$ cat src/rtl/hazard_scoreboard_if.sv
// ID-stage hazard interface between the decode stage (master) and the RAW interlock (slave).
interface hazard_scoreboard_if #(
    parameter int CNT_W = 16
);
    logic             id_valid;
    logic [2:0]       id_rs;
    logic             id_rs_en;
    logic [2:0]       id_rt;
    logic             id_rt_en;
    logic [2:0]       id_rd;
    logic             id_wr_en;
    logic             mem_stall;
    logic             flush;
    logic             stall_id;
    logic             bubble_ex;
    logic             busy;
    logic [CNT_W-1:0] stall_count;

    modport master (
        output id_valid, id_rs, id_rs_en, id_rt, id_rt_en, id_rd, id_wr_en, mem_stall, flush,
        input  stall_id, bubble_ex, busy, stall_count
    );

    modport slave (
        input  id_valid, id_rs, id_rs_en, id_rt, id_rt_en, id_rd, id_wr_en, mem_stall, flush,
        output stall_id, bubble_ex, busy, stall_count
    );
endinterface

$ cat src/rtl/hazard_scoreboard.sv
// Read-after-write interlock for the 5-stage pipeline: tracks in-flight destination registers
// in EX/MEM/WB and stalls ID until the writer retires.
module hazard_scoreboard #(
    parameter bit WB_BYPASS = 1'b1,
    parameter int CNT_W     = 16
) (
    input logic              clk,
    input logic              rst,
    hazard_scoreboard_if.slave sb
);
    logic             ex_v, mem_v, wb_v;
    logic [2:0]       ex_rd, mem_rd, wb_rd;
    logic [CNT_W-1:0] count;
    logic             rs_match, rt_match, hazard;

    // With WB bypass the register file writes first, so the WB slot never blocks a read.
    always_comb begin
        rs_match = (ex_v && ex_rd == sb.id_rs) || (mem_v && mem_rd == sb.id_rs) ||
                   (!WB_BYPASS && wb_v && wb_rd == sb.id_rs);
        rt_match = (ex_v && ex_rd == sb.id_rt) || (mem_v && mem_rd == sb.id_rt) ||
                   (!WB_BYPASS && wb_v && wb_rd == sb.id_rt);
        hazard   = sb.id_valid && ((sb.id_rs_en && rs_match) || (sb.id_rt_en && rt_match));
    end

    assign sb.stall_id    = (hazard && !sb.flush) || sb.mem_stall;
    assign sb.bubble_ex   = hazard && !sb.mem_stall && !sb.flush;
    assign sb.busy        = ex_v || mem_v || wb_v;
    assign sb.stall_count = count;

    // A stalled or flushed ID instruction enters EX as an invalid slot, so older writers drain.
    always_ff @(posedge clk) begin
        if (rst) begin
            ex_v   <= 1'b0;
            mem_v  <= 1'b0;
            wb_v   <= 1'b0;
            ex_rd  <= 3'd0;
            mem_rd <= 3'd0;
            wb_rd  <= 3'd0;
            count  <= '0;
        end else if (!sb.mem_stall) begin
            wb_v   <= mem_v;
            wb_rd  <= mem_rd;
            mem_v  <= ex_v;
            mem_rd <= ex_rd;
            ex_v   <= !sb.flush && sb.id_valid && sb.id_wr_en && !hazard;
            ex_rd  <= sb.id_rd;
            if (hazard && !sb.flush && count != {CNT_W{1'b1}})
                count <= count + 1'b1;
        end
    end
endmodule

$ cat src/flat_wrapper.sv
// flat-port wrapper written by rule: the top's interface ports become plain ports
module hazard_scoreboard_flat 
#(
    parameter bit WB_BYPASS = 1'b1,
    parameter int CNT_W     = 16
)
  (clk, rst, sb_id_valid, sb_id_rs, sb_id_rs_en, sb_id_rt, sb_id_rt_en, sb_id_rd, sb_id_wr_en, sb_mem_stall, sb_flush, sb_stall_id, sb_bubble_ex, sb_busy, sb_stall_count);
  hazard_scoreboard_if #(.CNT_W(CNT_W)) sb_i ();
  input logic clk;
  input logic rst;
  input wire logic [$bits(sb_i.id_valid)-1:0] sb_id_valid;
  input wire logic [$bits(sb_i.id_rs)-1:0] sb_id_rs;
  input wire logic [$bits(sb_i.id_rs_en)-1:0] sb_id_rs_en;
  input wire logic [$bits(sb_i.id_rt)-1:0] sb_id_rt;
  input wire logic [$bits(sb_i.id_rt_en)-1:0] sb_id_rt_en;
  input wire logic [$bits(sb_i.id_rd)-1:0] sb_id_rd;
  input wire logic [$bits(sb_i.id_wr_en)-1:0] sb_id_wr_en;
  input wire logic [$bits(sb_i.mem_stall)-1:0] sb_mem_stall;
  input wire logic [$bits(sb_i.flush)-1:0] sb_flush;
  output wire logic [$bits(sb_i.stall_id)-1:0] sb_stall_id;
  output wire logic [$bits(sb_i.bubble_ex)-1:0] sb_bubble_ex;
  output wire logic [$bits(sb_i.busy)-1:0] sb_busy;
  output wire logic [$bits(sb_i.stall_count)-1:0] sb_stall_count;
  assign sb_i.id_valid = sb_id_valid;
  assign sb_i.id_rs = sb_id_rs;
  assign sb_i.id_rs_en = sb_id_rs_en;
  assign sb_i.id_rt = sb_id_rt;
  assign sb_i.id_rt_en = sb_id_rt_en;
  assign sb_i.id_rd = sb_id_rd;
  assign sb_i.id_wr_en = sb_id_wr_en;
  assign sb_i.mem_stall = sb_mem_stall;
  assign sb_i.flush = sb_flush;
  assign sb_stall_id = sb_i.stall_id;
  assign sb_bubble_ex = sb_i.bubble_ex;
  assign sb_busy = sb_i.busy;
  assign sb_stall_count = sb_i.stall_count;
  hazard_scoreboard #(.WB_BYPASS(WB_BYPASS), .CNT_W(CNT_W)) u_core (.clk(clk), .rst(rst), .sb(sb_i));
endmodule
$ cat config.mk
export PLATFORM = sky130hd
export DESIGN_NAME = hazard_scoreboard_flat
export DESIGN_NICKNAME = d
export VERILOG_FILES = /design/src/rtl/hazard_scoreboard_if.sv /design/src/rtl/hazard_scoreboard.sv /design/src/flat_wrapper.sv
export SDC_FILE = /design/constraint.sdc
export NUM_CORES = 1
export LEC_CHECK = 0
export ABC_AREA = 1
export CORE_MARGIN = 2
export CORE_UTILIZATION = 33
export DETAILED_ROUTE_END_ITERATION = 6
export PLACE_DENSITY = 0.58
export SKIP_LAST_GASP = 1
export SLEW_MARGIN = 20
export SYNTH_ARGS = -nofsm -noshare
export SYNTH_HDL_FRONTEND = slang
export SYNTH_SLANG_ARGS = --single-unit
$ cat constraint.sdc
create_clock -name clk -period 1.81 [get_ports clk]
set_clock_uncertainty 0.15 [all_clocks]
set_input_delay 0.2715 -clock clk [delete_from_list [all_inputs] [get_ports clk]]
set_output_delay 0.2715 -clock clk [all_outputs]
set_load 0.05 [all_outputs]
Yosys cells after proc, flatten, opt, wreduce, memory -nomap -nowiden:

Index checks and enable logic that the tools add are counted.

* add/subtract/negate cells: 1
* equality and inequality tests: 5
* bitwise logic cells: 1
* reductions and logical operators: 24

Operators by type and width (count)
* $add 16x1->16 const B: 1
* $ne 16x16->1 const B: 1
* $logic_and 1x1->1: 14
* $eq 3x3->1: 4
* $logic_or 1x1->1: 6
* $logic_not 1->1: 3
* $reduce_and 2->1: 1
* $not 1->1: 1

* bits in registers: 25
* input port bits: 17
* output and inout bits: 19
* word-level logic and storage cells: 37

Depth between registers and ports, before layout:

Gate-level depths: netlist of the first run.

* depth after elaboration: 9
* gate-level depth with buffers: 12
* mapped depth without buffers: 12

Worst setup path after synthesis of the first run:

Ideal clock, no wire load.

* path type: reg2out
* start point: register u_core.ex_rd[0]
* end point: output port sb_stall_id
* arrival time: 2046 ps
* slack: -658 ps
* stages on the path, launching flop included: 11
* buffers on the path: 0
* cell sequence: dfxtp_1 -> inv_2 -> nand2_1 -> nand2_1 -> nor2_1 -> nand2_1 -> nand2_1 -> nand2_1 -> nand2_4 -> nand2_1 -> o21ai_0

* longest elaborated chain between the ends: 8
* elaborated cells on any way between the ends: 12
* classes of those cells: eq/ne (2); reduce/logical (10)

RTL lines
* from (decl): RTL line hazard_scoreboard.sv:12 `logic [2:0] ex_rd, mem_rd, wb_rd;`
* from (signal assigned): RTL line hazard_scoreboard.sv:46 `ex_rd <= sb.id_rd;`
* $eq 3x3->1 (on tied branches): RTL line hazard_scoreboard.sv:18, hazard_scoreboard.sv:20
* $logic_and 1x1->1 (on tied branches): RTL line hazard_scoreboard.sv:18, hazard_scoreboard.sv:20
* $logic_or 1x1->1 (on tied branches): RTL line hazard_scoreboard.sv:18, hazard_scoreboard.sv:20
* $logic_and 1x1->1: RTL line hazard_scoreboard.sv:22 `hazard = sb.id_valid && ((sb.id_rs_en && rs_match) || (sb.id_rt_en && rt_match));`
* $logic_or 1x1->1 (*): RTL line hazard_scoreboard.sv:22
* $logic_and 1x1->1 (*): RTL line hazard_scoreboard.sv:22
* $logic_and 1x1->1 (*): RTL line hazard_scoreboard.sv:25 `assign sb.stall_id = (hazard && !sb.flush) || sb.mem_stall;`
* $logic_or 1x1->1 (*): RTL line hazard_scoreboard.sv:25
* to (decl): RTL line flat_wrapper.sv:20 `output wire logic [$bits(sb_i.stall_id)-1:0] sb_stall_id;`

Every way passes the cells marked *; elsewhere a longest branch is shown, timed or not.

Worst setup path in the final report of the first run:

* start point: register u_core.mem_rd[0]
* end point: output port sb_stall_id

* longest elaborated chain between the ends: 8
* elaborated cells on any way between the ends: 12
* classes of those cells: eq/ne (2); reduce/logical (10)

RTL lines
* from (decl): RTL line hazard_scoreboard.sv:12
* from (signal assigned): RTL line hazard_scoreboard.sv:44 `mem_rd <= ex_rd;`
* $eq 3x3->1 (on tied branches): RTL line hazard_scoreboard.sv:18, hazard_scoreboard.sv:20
* $logic_and 1x1->1 (on tied branches): RTL line hazard_scoreboard.sv:18, hazard_scoreboard.sv:20
* $logic_or 1x1->1 (on tied branches): RTL line hazard_scoreboard.sv:18, hazard_scoreboard.sv:20
* $logic_and 1x1->1: RTL line hazard_scoreboard.sv:22
* $logic_or 1x1->1 (*): RTL line hazard_scoreboard.sv:22
* $logic_and 1x1->1 (*): RTL line hazard_scoreboard.sv:22
* $logic_and 1x1->1 (*): RTL line hazard_scoreboard.sv:25
* $logic_or 1x1->1 (*): RTL line hazard_scoreboard.sv:25

Marked as above.

==> results.tsv, run 1 <==
metric	value	unit
nets	337	
Max Clk Rate	506.2	MHz
1st-iter DRT viols	94	
power per cell area	474.5	nW/um^2
number of diodes	0	
violated checks	setup timing	
first-pass GRT wire length	7652	um
DRC Markers	0	
fraction of layout cells with a size suffix above 1	32.39	%
slowest CP cell	dfxtp_2	
final setup violation count	2	
GRT overflow	0	
register area share after synthesis	30.89	%
row count	25	
EDFF count, synth	0	
pre-CTS setup slack	-0.3826	ns
post-synthesis average cell area	6.404	sq um
Slew headroom	73.97	%
Crit path required time	1.39	ns
Most used DFF post-synth	dfxtp_1	
CP Depth	11	
post-route insts no fill	385	
outcome	complete, but fails checks	
placer congestion estimate	0.8232	
ANT nets after route	0	
Fin. Hold Viols	0	
Max Slew Vio Count	0	
Total Routing Usage GR	17.87	%
post-synth top area cell	dfxtp_1	
Worst Path Max Fanout	3	
CTS tree	yes	
Setup crit end	sb_stall_id	
area grow syn2layout	45.71	%
H-tree depth	1	
HP Class	register to register	
core footprint	4723	sq um
Buffers on Ports	35	
Final min period	1.975	ns
Distinct cells, synth	27	
Via Count	1813	
Leak	1.049	nW
Reg2Reg Setup Slack	0.13	ns
vias in the first global route	1620	
period utilization	109.1	%
worst r2r src	u_core.mem_rd[0]$_SDFFE_PP0N_	
initial antenna violation count	0	
maximum VDD drop	275.1	uV
Starting Density	34.30	%
Worst-Margin Slew	0.3901	ns
largest net degree at the start of global routing	16	
Syn Std Cell Area	1620	sq um
DR vias/cell	4.709	
worst skew pair latency	0.28	ns
DIE HEIGHT	74.07	um
#FFs+latches synth	25	
Syn. warnings	0	
commonest cells in the synthesized netlist	nand2_1 (88), nor2_1 (35), dfxtp_1 (25)	
num ports	36	
unrepaired setup endpoints after global routing	yes	
fraction of registers with async set/reset	0	%
Detailed Place HPWL	3241	um
post-synthesis cell count	253	
Max stage delay on crit path	0.36	ns
final design utilization	49.99	%
Top delay family on crit path	simple AND/OR/NAND/NOR gates	
DR WL/cell	11.58	um
Chip Width	74.07	um
slack of the critical path	-0.1653	ns
maxcap violations	0	
CP Launch Point	u_core.mem_rd[0]$_SDFFE_PP0N_	
post-synth top area share	30.89	%
drt total wl	4460	um
crit path cell chain	inv_2 > nand2_1 > nand2_1 > nor2_2 > nand2_1 > nand2_1 > nand2_2 > nand2_4 > nand2_4 > o21ai_4 > buf_12	
largest cells by area after synthesis	dfxtp_1 (31%), nand2_1 (20%), nor2_1 (8.1%), nand4_1 (6.6%), inv_1 (5.1%)	
Worst Path Buf+Inv	2	
CTS max path bufs	2	
Cells after DPL	369	
Root Buffer	clkbuf_8	
Final Cell Area	2361	sq um
most frequent cell after synthesis	nand2_1	
Worst setup SP type	register	
DR pass1 iterations	4	
placed inst area	2197	sq um
total CTS buffers	3	
Syn Nets	271	
CTS sink cnt	25	
cells on worst reg2reg path	12	
CP Class	register to primary output	
Worst-path clk slew	0.09	ns
reg2reg end	u_core.sb.stall_count[7]$_SDFFE_PP0P_	
die area	5486	sq um
CP endpoint kind	primary output	
Most common cell on crit path	nand2_1	
critical path arrival	1.55	ns
where the power goes:
| part | leakage (nW) | internal, W | total, W | switching [W] |
|---|---|---|---|---|
| Clock | 0.0228 | 0.000158 | 0.000347 | 0.000189 |
| Combinational | 0.815 | 0.0000941 | 0.000196 | 0.000102 |
| Sequential | 0.211 | 0.000564 | 0.000577 | 0.0000135 |
registers in the layout (all words and copies together) (netlist names):
name                   cells
u_core.ex_v                1
u_core.wb_v                1
u_core.mem_v               1
u_core.mem_rd              3
u_core.sb.stall_count     16
u_core.ex_rd               3
tightest hold or removal path, delay by kind of cell (launching register included):
kind	cells	cell delay, ns
buf+inv	1	0.06
compound gates	1	0.06
flops	1	0.34
how the worst min path moves through the flow:
| stage | startpoint | to | slack, ns | cells after the start |
|---|---|---|---|---|
| 2_1_floorplan | sb_id_rd[1] | u_core.ex_rd[1]$_SDFFE_PP0N_ | 0.27 | 2 |
| 4_1_cts | u_core.wb_v$_SDFFE_PP0N_ | u_core.wb_v$_SDFFE_PP0N_ | 0.34 | 2 |
| 3_3_place_gp | u_core.wb_v$_SDFFE_PP0N_ | u_core.wb_v$_SDFFE_PP0N_ | 0.31 | 2 |
| 6_report | u_core.mem_rd[2]$_SDFFE_PP0N_ | u_core.mem_rd[2]$_SDFFE_PP0N_ | 0.34 | 2 |
| 3_5_place_dp | u_core.wb_v$_SDFFE_PP0N_ | u_core.wb_v$_SDFFE_PP0N_ | 0.32 | 2 |
| 5_1_grt | u_core.mem_rd[2]$_SDFFE_PP0N_ | u_core.mem_rd[2]$_SDFFE_PP0N_ | 0.37 | 2 |
layout by cell type, fill, tap and decap left out, drive strengths merged:
cell | netlist | routed
inv | 24 | 24
and2 | 1 | 1
or3 | 1 | 1
ha | 1 | 1
clkbuf | 3 | 4
nor2 | 36 | 36
o21ai | 13 | 13
buf | 4 | 51
nor3 | 3 | 3
nand2 | 89 | 89
nand3 | 8 | 9
nand4 | 18 | 18
xnor2 | 6 | 6
a21oi | 18 | 18
clkinv | 1 | 1
dlygate4sd2 | 0 | 6
nor3b | 1 | 1
dfxtp | 25 | 25
xor2 | 1 | 1
clkdlybuf4s50 | 0 | 10
routing by layer:
metal  part of all wire [%]  up-vias  routed length, um  GRT usage, %
met3                    5.7        4                256         1.762
met1                     49      813               2165         26.91
met4                    1.5        0                 66         6.061
li1                       -      949                  -             -
met2                     44       47               1972         26.49
met5                      0        -                  0             0
final cells by class:
type                            instances  area [sq um]
Tap cell                               67         83.83
Fill cell                             482          2362
Clock buffer                            4         45.04
Timing Repair Buffer                   67         571.8
Inverter                               25         95.09
Sequential cell                        25         523.0
Multi-Input combinational cell        197          1042
metrics by stage:
| step | power, W | hold WS [ns] | setup TNS, ns |
|---|---|---|---|
| after floorplan | 0.0006763 | 0.2731 | 0 |
| after global placement | 0.0007627 | 0.3120 | -6.132 |
| after detailed placement | 0.0007620 | 0.3175 | -5.726 |
| after CTS | 0.001132 | 0.3388 | -0.4493 |
| after global routing | 0.001176 | 0.3672 | -0.5287 |
| final | 0.001120 | 0.3352 | -0.3285 |
logic make-up (layout without fill, tap and decap cells):
| group | Yosys count | count (layout) | share of synthesized area [%] |
|---|---|---|---|
| XOR/XNOR | 7 | 7 | 3.784 |
| AND/OR/NAND/NOR | 157 | 158 | 44.56 |
| buffers and inverters | 32 | 96 | 8.571 |
| AO/OA/AOI/OAI | 31 | 31 | 11.43 |
| adder cells (fa/ha/maj) | 1 | 1 | 0.7721 |
| flip-flops | 25 | 25 | 30.89 |
what timing repair did:
action                                  CTS  global route
buffers inserted                         12             3
endpoints found under the setup margin   16            19
resized for setup                        10            11
cloned                                    1             0
pin swaps                                 9             5
hold buffers                              0             0
Power figures use the tool's default switching activity.
==> run 2: changes to the inputs <==
Settings changed: CTS_BUF_LIST set to sky130_fd_sc_hd__clkbuf_4 sky130_fd_sc_hd__clkbuf_8 sky130_fd_sc_hd__clkbuf_16.
==> run 2 against run 1 <==
Effect of this change: the run still ends with setup timing left; highest routed layer unchanged; count of clock-buffer cells in the layout stayed put; largest power group unchanged; hold slack hardly changed; flip-flop and latch count stayed put; register-to-register slack hardly changed; first-iteration DRC count stayed put; die area stayed put; largest cell class unchanged; non-clock buffer count stayed put; via count is 0.22% lower; sequential share of layout area hardly changed.
==> results.tsv, run 2 (synthesized netlist as in run 1, its figures left out) <==
metric	value	unit	change
Cells after DPL	369		unchanged
Buffers on Ports	35		unchanged
maxcap violations	0		unchanged
Final min period	1.977	ns	+0.001401 ns
nets	337		unchanged
final setup violation count	2		unchanged
slowest CP cell	dfxtp_2		
Worst Path Buf+Inv	2		unchanged
hold depth	2		unchanged
Total Routing Usage GR	17.87	%	unchanged
initial antenna violation count	0		unchanged
switch share	26.90	%	-0.27 points
Worst-path clk slew	0.09	ns	about the same
first-pass GRT wire length	7652	um	unchanged
crit path cell chain	inv_2 > nand2_1 > nand2_1 > nor2_2 > nand2_1 > nand2_1 > nand2_2 > nand2_4 > nand2_4 > o21ai_4 > buf_12		
DR top layer	met4		
Clk network pwr share	32.0	%	+1.0 points
fraction of layout cells with a size suffix above 1	32.70	%	+0.31 points
worst r2r src	u_core.mem_rd[0]$_SDFFE_PP0N_		
die area	5486	sq um	unchanged
Max Slew Vio Count	0		unchanged
Seq pwr share	50.8	%	-0.7 points
DR vias/cell	4.699		-0.22%
max reg flops	16		unchanged
reg2reg end	u_core.sb.stall_count[7]$_SDFFE_PP0P_		
Max Clk Rate	505.9	MHz	about the same
most common cell after layout, fill and taps aside	nand2_1		
total CTS buffers	3		unchanged
Gate power share	17.3	%	-0.2 points
violated checks	setup timing		
DRC Markers	0		unchanged
hold slack final	0.3353	ns	+0.0001620 ns
Tot Pwr	0.001137	W	+1.5%
Most common cell on crit path	nand2_1		
commonest non-fill, non-tap cells in the layout	nand2_1 (84), buf_4 (47), nor2_1 (34), inv_1 (18), dfxtp_2 (18)		
Int Pwr	0.0008308	W	+1.8%
vias in the first global route	1620		unchanged
DR pass1 iterations	4		unchanged
period utilization	109.2	%	about the same
CTS tree	yes		
placer congestion estimate	0.8232		unchanged
Via Count	1809		-0.22%
DR WL/cell	11.61	um	+0.18%
CTS max path bufs	2		unchanged
num ports	36		unchanged
H-tree depth	1		unchanged
Worst Path Max Fanout	3		unchanged
CTS sink cnt	25		unchanged
critical path arrival	1.56	ns	about the same
unrepaired setup endpoints after global routing	yes		
CP endpoint kind	primary output		
power per cell area	480.7	nW/um^2	+1.3%
Slew headroom	73.96	%	about the same
Starting Density	34.30	%	unchanged
DIE HEIGHT	74.07	um	unchanged
WHS Endpoint	u_core.mem_rd[2]$_SDFFE_PP0N_		
Worst setup SP type	register		
outcome	complete, but fails checks		
Leak	1.053	nW	+0.33%
Layout fillers	484		+0.41%
Crit path required time	1.39	ns	about the same
cells on worst reg2reg path	12		unchanged
drt total wl	4468	um	+0.18%
M1 WL	2199	um	+1.6%
HP Class	register to register		
GRT overflow	0		unchanged
HP Start	u_core.mem_rd[2]$_SDFFE_PP0N_		
area grow syn2layout	45.95	%	
post-route insts no fill	385		unchanged
Chip Width	74.07	um	unchanged
largest net degree at the start of global routing	16		unchanged
worst skew pair latency	0.28	ns	about the same
P_sw	0.0003058	W	+0.45%
Top delay family on crit path	simple AND/OR/NAND/NOR gates		
Worst-Margin Slew	0.3902	ns	+0.0001228 ns
number of diodes	0		unchanged
ANT nets after route	0		unchanged
1st-iter DRT viols	94		unchanged
metal2 WL	1960	um	-0.61%
Root Buffer	clkbuf_8		
Fin. Hold Viols	0		unchanged
Reg2Reg Setup Slack	0.13	ns	about the same
core footprint	4723	sq um	unchanged
Max stage delay on crit path	0.36	ns	about the same
routed wl met3	241	um	-5.9%
slack of the critical path	-0.1667	ns	-0.001401 ns
maximum VDD drop	275.1	uV	about the same
CP Class	register to primary output		
Detailed Place HPWL	3241	um	unchanged
row count	25		unchanged
## run 2: layout make-up
class	count	area [sq um]	area share, %
clock buffer	4	48.80	2.063
multi-input combinational	197	1042	44.07
sequential	25	523.0	22.12
timing repair buffer	67	571.8	24.18
inverter	25	95.09	4.021
tap	67	83.83	3.545
## run 2: metal layers
metal  track usage (%)  vias to the layer above
met1             26.91                      811
met5                 0                        -
met4             6.061                        0
met3             1.762                        4
li1                  -                      948
met2             26.49                       46
## run 2: worst max path at each step
stage          slack (ns)  cells past startpoint      endpoint                          start
6_report            -0.17                     11   sb_stall_id  u_core.mem_rd[0]$_SDFFE_PP0N_
2_1_floorplan      0.0009                     10  sb_bubble_ex   u_core.ex_rd[0]$_SDFFE_PP0N_
3_5_place_dp        -0.38                     12  sb_bubble_ex                    sb_id_rs[0]
4_1_cts             -0.20                     11  sb_bubble_ex  u_core.mem_rd[0]$_SDFFE_PP0N_
3_3_place_gp        -0.40                     12  sb_bubble_ex                    sb_id_rs[0]
5_1_grt             -0.26                     11  sb_bubble_ex   u_core.ex_rd[0]$_SDFFE_PP0N_
## run 2: power by group through the flow
stage          logic [W]  clock network (W)  registers (W)
6_report        0.000196           0.000363       0.000577
5_1_grt         0.000216           0.000396       0.000580
4_1_cts         0.000193           0.000378       0.000576
3_5_place_dp    0.000174                  0       0.000588
3_3_place_gp    0.000174                  0       0.000589
2_1_floorplan  0.0000904                  0       0.000586
## run 2: what timing repair did
| action | CTS | global route |
|---|---|---|
| endpoints found under the hold margin | 0 | 0 |
| hold buffers | 0 | 0 |
| endpoints found under the setup margin | 16 | 19 |
| pin swaps | 9 | 5 |
| buffers inserted | 12 | 3 |
| resized for setup | 10 | 11 |
| gates cloned | 1 | 0 |
## run 2: worst register-to-register path, stage by stage (launching register included)
cell,delay [ns]
dfxtp_2,0.36
inv_2,0.06
nand2_1,0.05
nand2_1,0.06
nor2_2,0.08
nand2_1,0.05
nand2_1,0.06
nand2_2,0.09
nand2_4,0.09
buf_4,0.17
buf_8,0.14
nand4_1,0.12
a21oi_2,0.15
## run 2: through the flow
step,util (%),instance area (sq um),worst slack [ns],setup TNS (ns)
after floorplan,-,1672,0.0009344,0
after global placement,46.52,2197,-0.3992,-6.132
after detailed placement,46.52,2197,-0.3826,-5.726
after CTS,49.56,2341,-0.2027,-0.4493
after global routing,50.07,2365,-0.2644,-0.5286
final,50.07,2365,-0.1667,-0.3313
==> run 3: changes to the inputs <==
Clock period 1.81 ns to 2.4 ns, I/O delays scaled along.
==> run 3 against run 2 <==
Effect of this change: the flow now finishes without violations; register-to-register slack better by 0.41 ns; design area down 9.4%; hold slack better by 0.0029 ns; largest power group unchanged; routed wire length down 6.5%; via count down 6.5%; largest cell class unchanged; power down 28%; non-clock buffer count down 27; critical path type is now primary input to primary output; first-iteration DRC count down 29%; clock power down 26%; combinational power down 38%; global-route usage down 2.5 points; sequential share of layout area up 1.2 points.
==> results.tsv, run 3 (synthesized netlist as in run 1, its figures left out) <==
metric	value	unit	change
outcome	completed		
post-route setup TNS	0	ns	+0.3313 ns
core footprint	4723	sq um	unchanged
Detailed Place HPWL	3019	um	-6.8%
placed inst area	2073	sq um	-5.6%
Layout fillers	500		+3.3%
worst skew pair latency	0.27	ns	about the same
reg2reg end	u_core.sb.stall_count[15]$_SDFFE_PP0P_		
Worst setup SP type	primary input		
Most common cell on crit path	nand2_1		
HP Start	u_core.wb_v$_SDFFE_PP0N_		
crit path cell chain	clkdlybuf4s50_1 > inv_1 > nand2_1 > nand2_1 > nor2_1 > nand2_1 > nand2_1 > nand2_2 > nand2_4 > nand2_2 > o21ai_2 > buf_12		
total CTS buffers	3		unchanged
hold depth	2		unchanged
DR WL/cell	11.70	um	+0.84%
Worst-Margin Slew	0.4990	ns	+0.1089 ns
area of the multi-input gates	1003	sq um	-3.7%
most common cell after layout, fill and taps aside	nand2_1		
Slew headroom	66.63	%	-7.3 points
DR pass1 iterations	4		unchanged
first-pass GRT wire length	6693	um	-13%
fraction of layout cells with a size suffix above 1	11.72	%	-21 points
CP endpoint kind	primary output		
Chip Width	74.07	um	unchanged
maximum VDD drop	210.0	uV	-24%
num ports	36		unchanged
flip-flop and latch area	500.5	sq um	-4.3%
cells on worst reg2reg path	12		unchanged
Max Clk Rate	440.8	MHz	
GRT overflow	0		unchanged
number of diodes	0		unchanged
CTS sink cnt	25		unchanged
Final min period	2.269	ns	
maxcap violations	0		unchanged
DR vias/cell	4.737		+0.81%
Starting Density	34.30	%	unchanged
final setup violation count	0		-2
period utilization	94.53	%	
H-tree depth	1		unchanged
Reg2Reg Setup Slack	0.54	ns	+0.41 ns
HP Class	register to register		
drt total wl	4178	um	-6.5%
Total Routing Usage GR	15.39	%	-2.5 points
CTS tree	yes		
slowest CP cell	clkdlybuf4s50_1		
row count	25		unchanged
Crit path required time	1.89	ns	+0.50 ns
Worst-path clk slew	0.10	ns	about the same
critical path arrival	1.76	ns	+0.20 ns
Fin. Hold Viols	0		unchanged
Worst Path Max Fanout	4		+1
WHS Endpoint	u_core.wb_v$_SDFFE_PP0N_		
Max stage delay on crit path	0.45	ns	+0.09 ns
Root Buffer	clkbuf_8		
worst r2r src	u_core.ex_rd[2]$_SDFFE_PP0N_		
die area	5486	sq um	unchanged
DRC Markers	0		unchanged
Worst Path Buf+Inv	3		+1
Final Cell Area	2143	sq um	-9.4%
largest net degree at the start of global routing	18		+2
max reg flops	16		unchanged
CTS max path bufs	2		unchanged
1st-iter DRT viols	67		-29%
power per cell area	383.5	nW/um^2	-20%
initial antenna violation count	0		unchanged
DIE HEIGHT	74.07	um	unchanged
ANT nets after route	0		unchanged
Leak	0.8735	nW	-17%
Top delay family on crit path	buffers and inverters		
area grow syn2layout	32.28	%	
placer congestion estimate	0.9195		+12%
Via Count	1691		-6.5%
CP Class	primary input to primary output		
unrepaired setup endpoints after global routing	no		
nets	309		-8.3%
vias in the first global route	1499		-7.5%
Buffers on Ports	35		unchanged
Max Slew Vio Count	0		unchanged
commonest non-fill, non-tap cells in the layout	nand2_1 (85), nor2_1 (35), clkdlybuf4s50_1 (29), dfxtp_1 (25), inv_1 (22)		
## run 3: cell count changes in the layout (fill, tap and decap cells not counted), moves of 4 or more
cell	change
dfxtp_2	-18
dfxtp_1	+18
inv_1	+4
inv_2	-4
buf_4	-42
clkdlybuf4s50_1	+19
## run 3: layout make-up
class                   instances  share of cell area, %
clock buffers                   3                  1.926
inverters                      25                  4.437
flip-flops and latches         25                  23.35
clock inverters                 1                 0.3503
well taps                      67                  3.911
repair buffers                 40                  19.21
multi-input cells             196                  46.82
## run 3: how the worst max path moves through the flow
| stage | start | to | slack [ns] | cells past startpoint |
|---|---|---|---|---|
| 3_3_place_gp | sb_id_rs[0] | sb_stall_id | -0.04 | 12 |
| 3_5_place_dp | sb_id_rs[2] | sb_stall_id | -0.04 | 12 |
| 5_1_grt | sb_id_rs[1] | sb_bubble_ex | 0.001 | 12 |
| 2_1_floorplan | sb_id_rs[1] | sb_stall_id | 0.20 | 9 |
| 4_1_cts | sb_id_rt[2] | sb_bubble_ex | 0.03 | 12 |
| 6_report | sb_id_rs[1] | sb_stall_id | 0.13 | 12 |
## run 3: per-layer routing
metal,global-route usage (%),wire length (um),vias up
met1,20.97,2116,754
met3,1.762,198,6
met4,4.646,53,0
li1,-,-,892
met2,25.60,1809,39
met5,0,0,-
## run 3: where the power goes
part / total, W / switching [W] / leakage [nW] / internal (W)
clock network: 0.000267 / 0.000149 / 0.0217 / 0.000118
logic: 0.000121 / 0.0000678 / 0.649 / 0.0000527
registers: 0.000435 / 0.0000107 / 0.203 / 0.000424
## run 3: per-stage QoR
stage | hold slack, ns | total power [W] | setup slack, ns | utilization, % | cells
2_1_floorplan | 0.2964 | 0.0005070 | 0.2027 | - | 253
3_3_place_gp | 0.3088 | 0.0005647 | -0.04015 | 43.89 | 353
3_5_place_dp | 0.3182 | 0.0005645 | -0.04034 | 43.89 | 353
4_1_cts | 0.3407 | 0.0008227 | 0.02683 | 44.98 | 357
5_1_grt | 0.3620 | 0.0008511 | 0.001316 | 45.38 | 357
6_report | 0.3382 | 0.0008219 | 0.1314 | 45.38 | 357
## run 3: repair_timing
| item | CTS | global route |
|---|---|---|
| pin swaps | 1 | 2 |
| hold buffers | 0 | 0 |
| setup buffers | 0 | 0 |
| hold endpoints to repair | 0 | 0 |
| gates resized for setup | 5 | 5 |
| endpoints found under the setup margin | 2 | 2 |
## run 3: worst register-to-register path: cells and delay by family, from the launching register on
family	cells	cell delay [ns]
flops	1	0.40
compound gates	1	0.05
buf+inv	2	0.29
simple gates	9	0.85
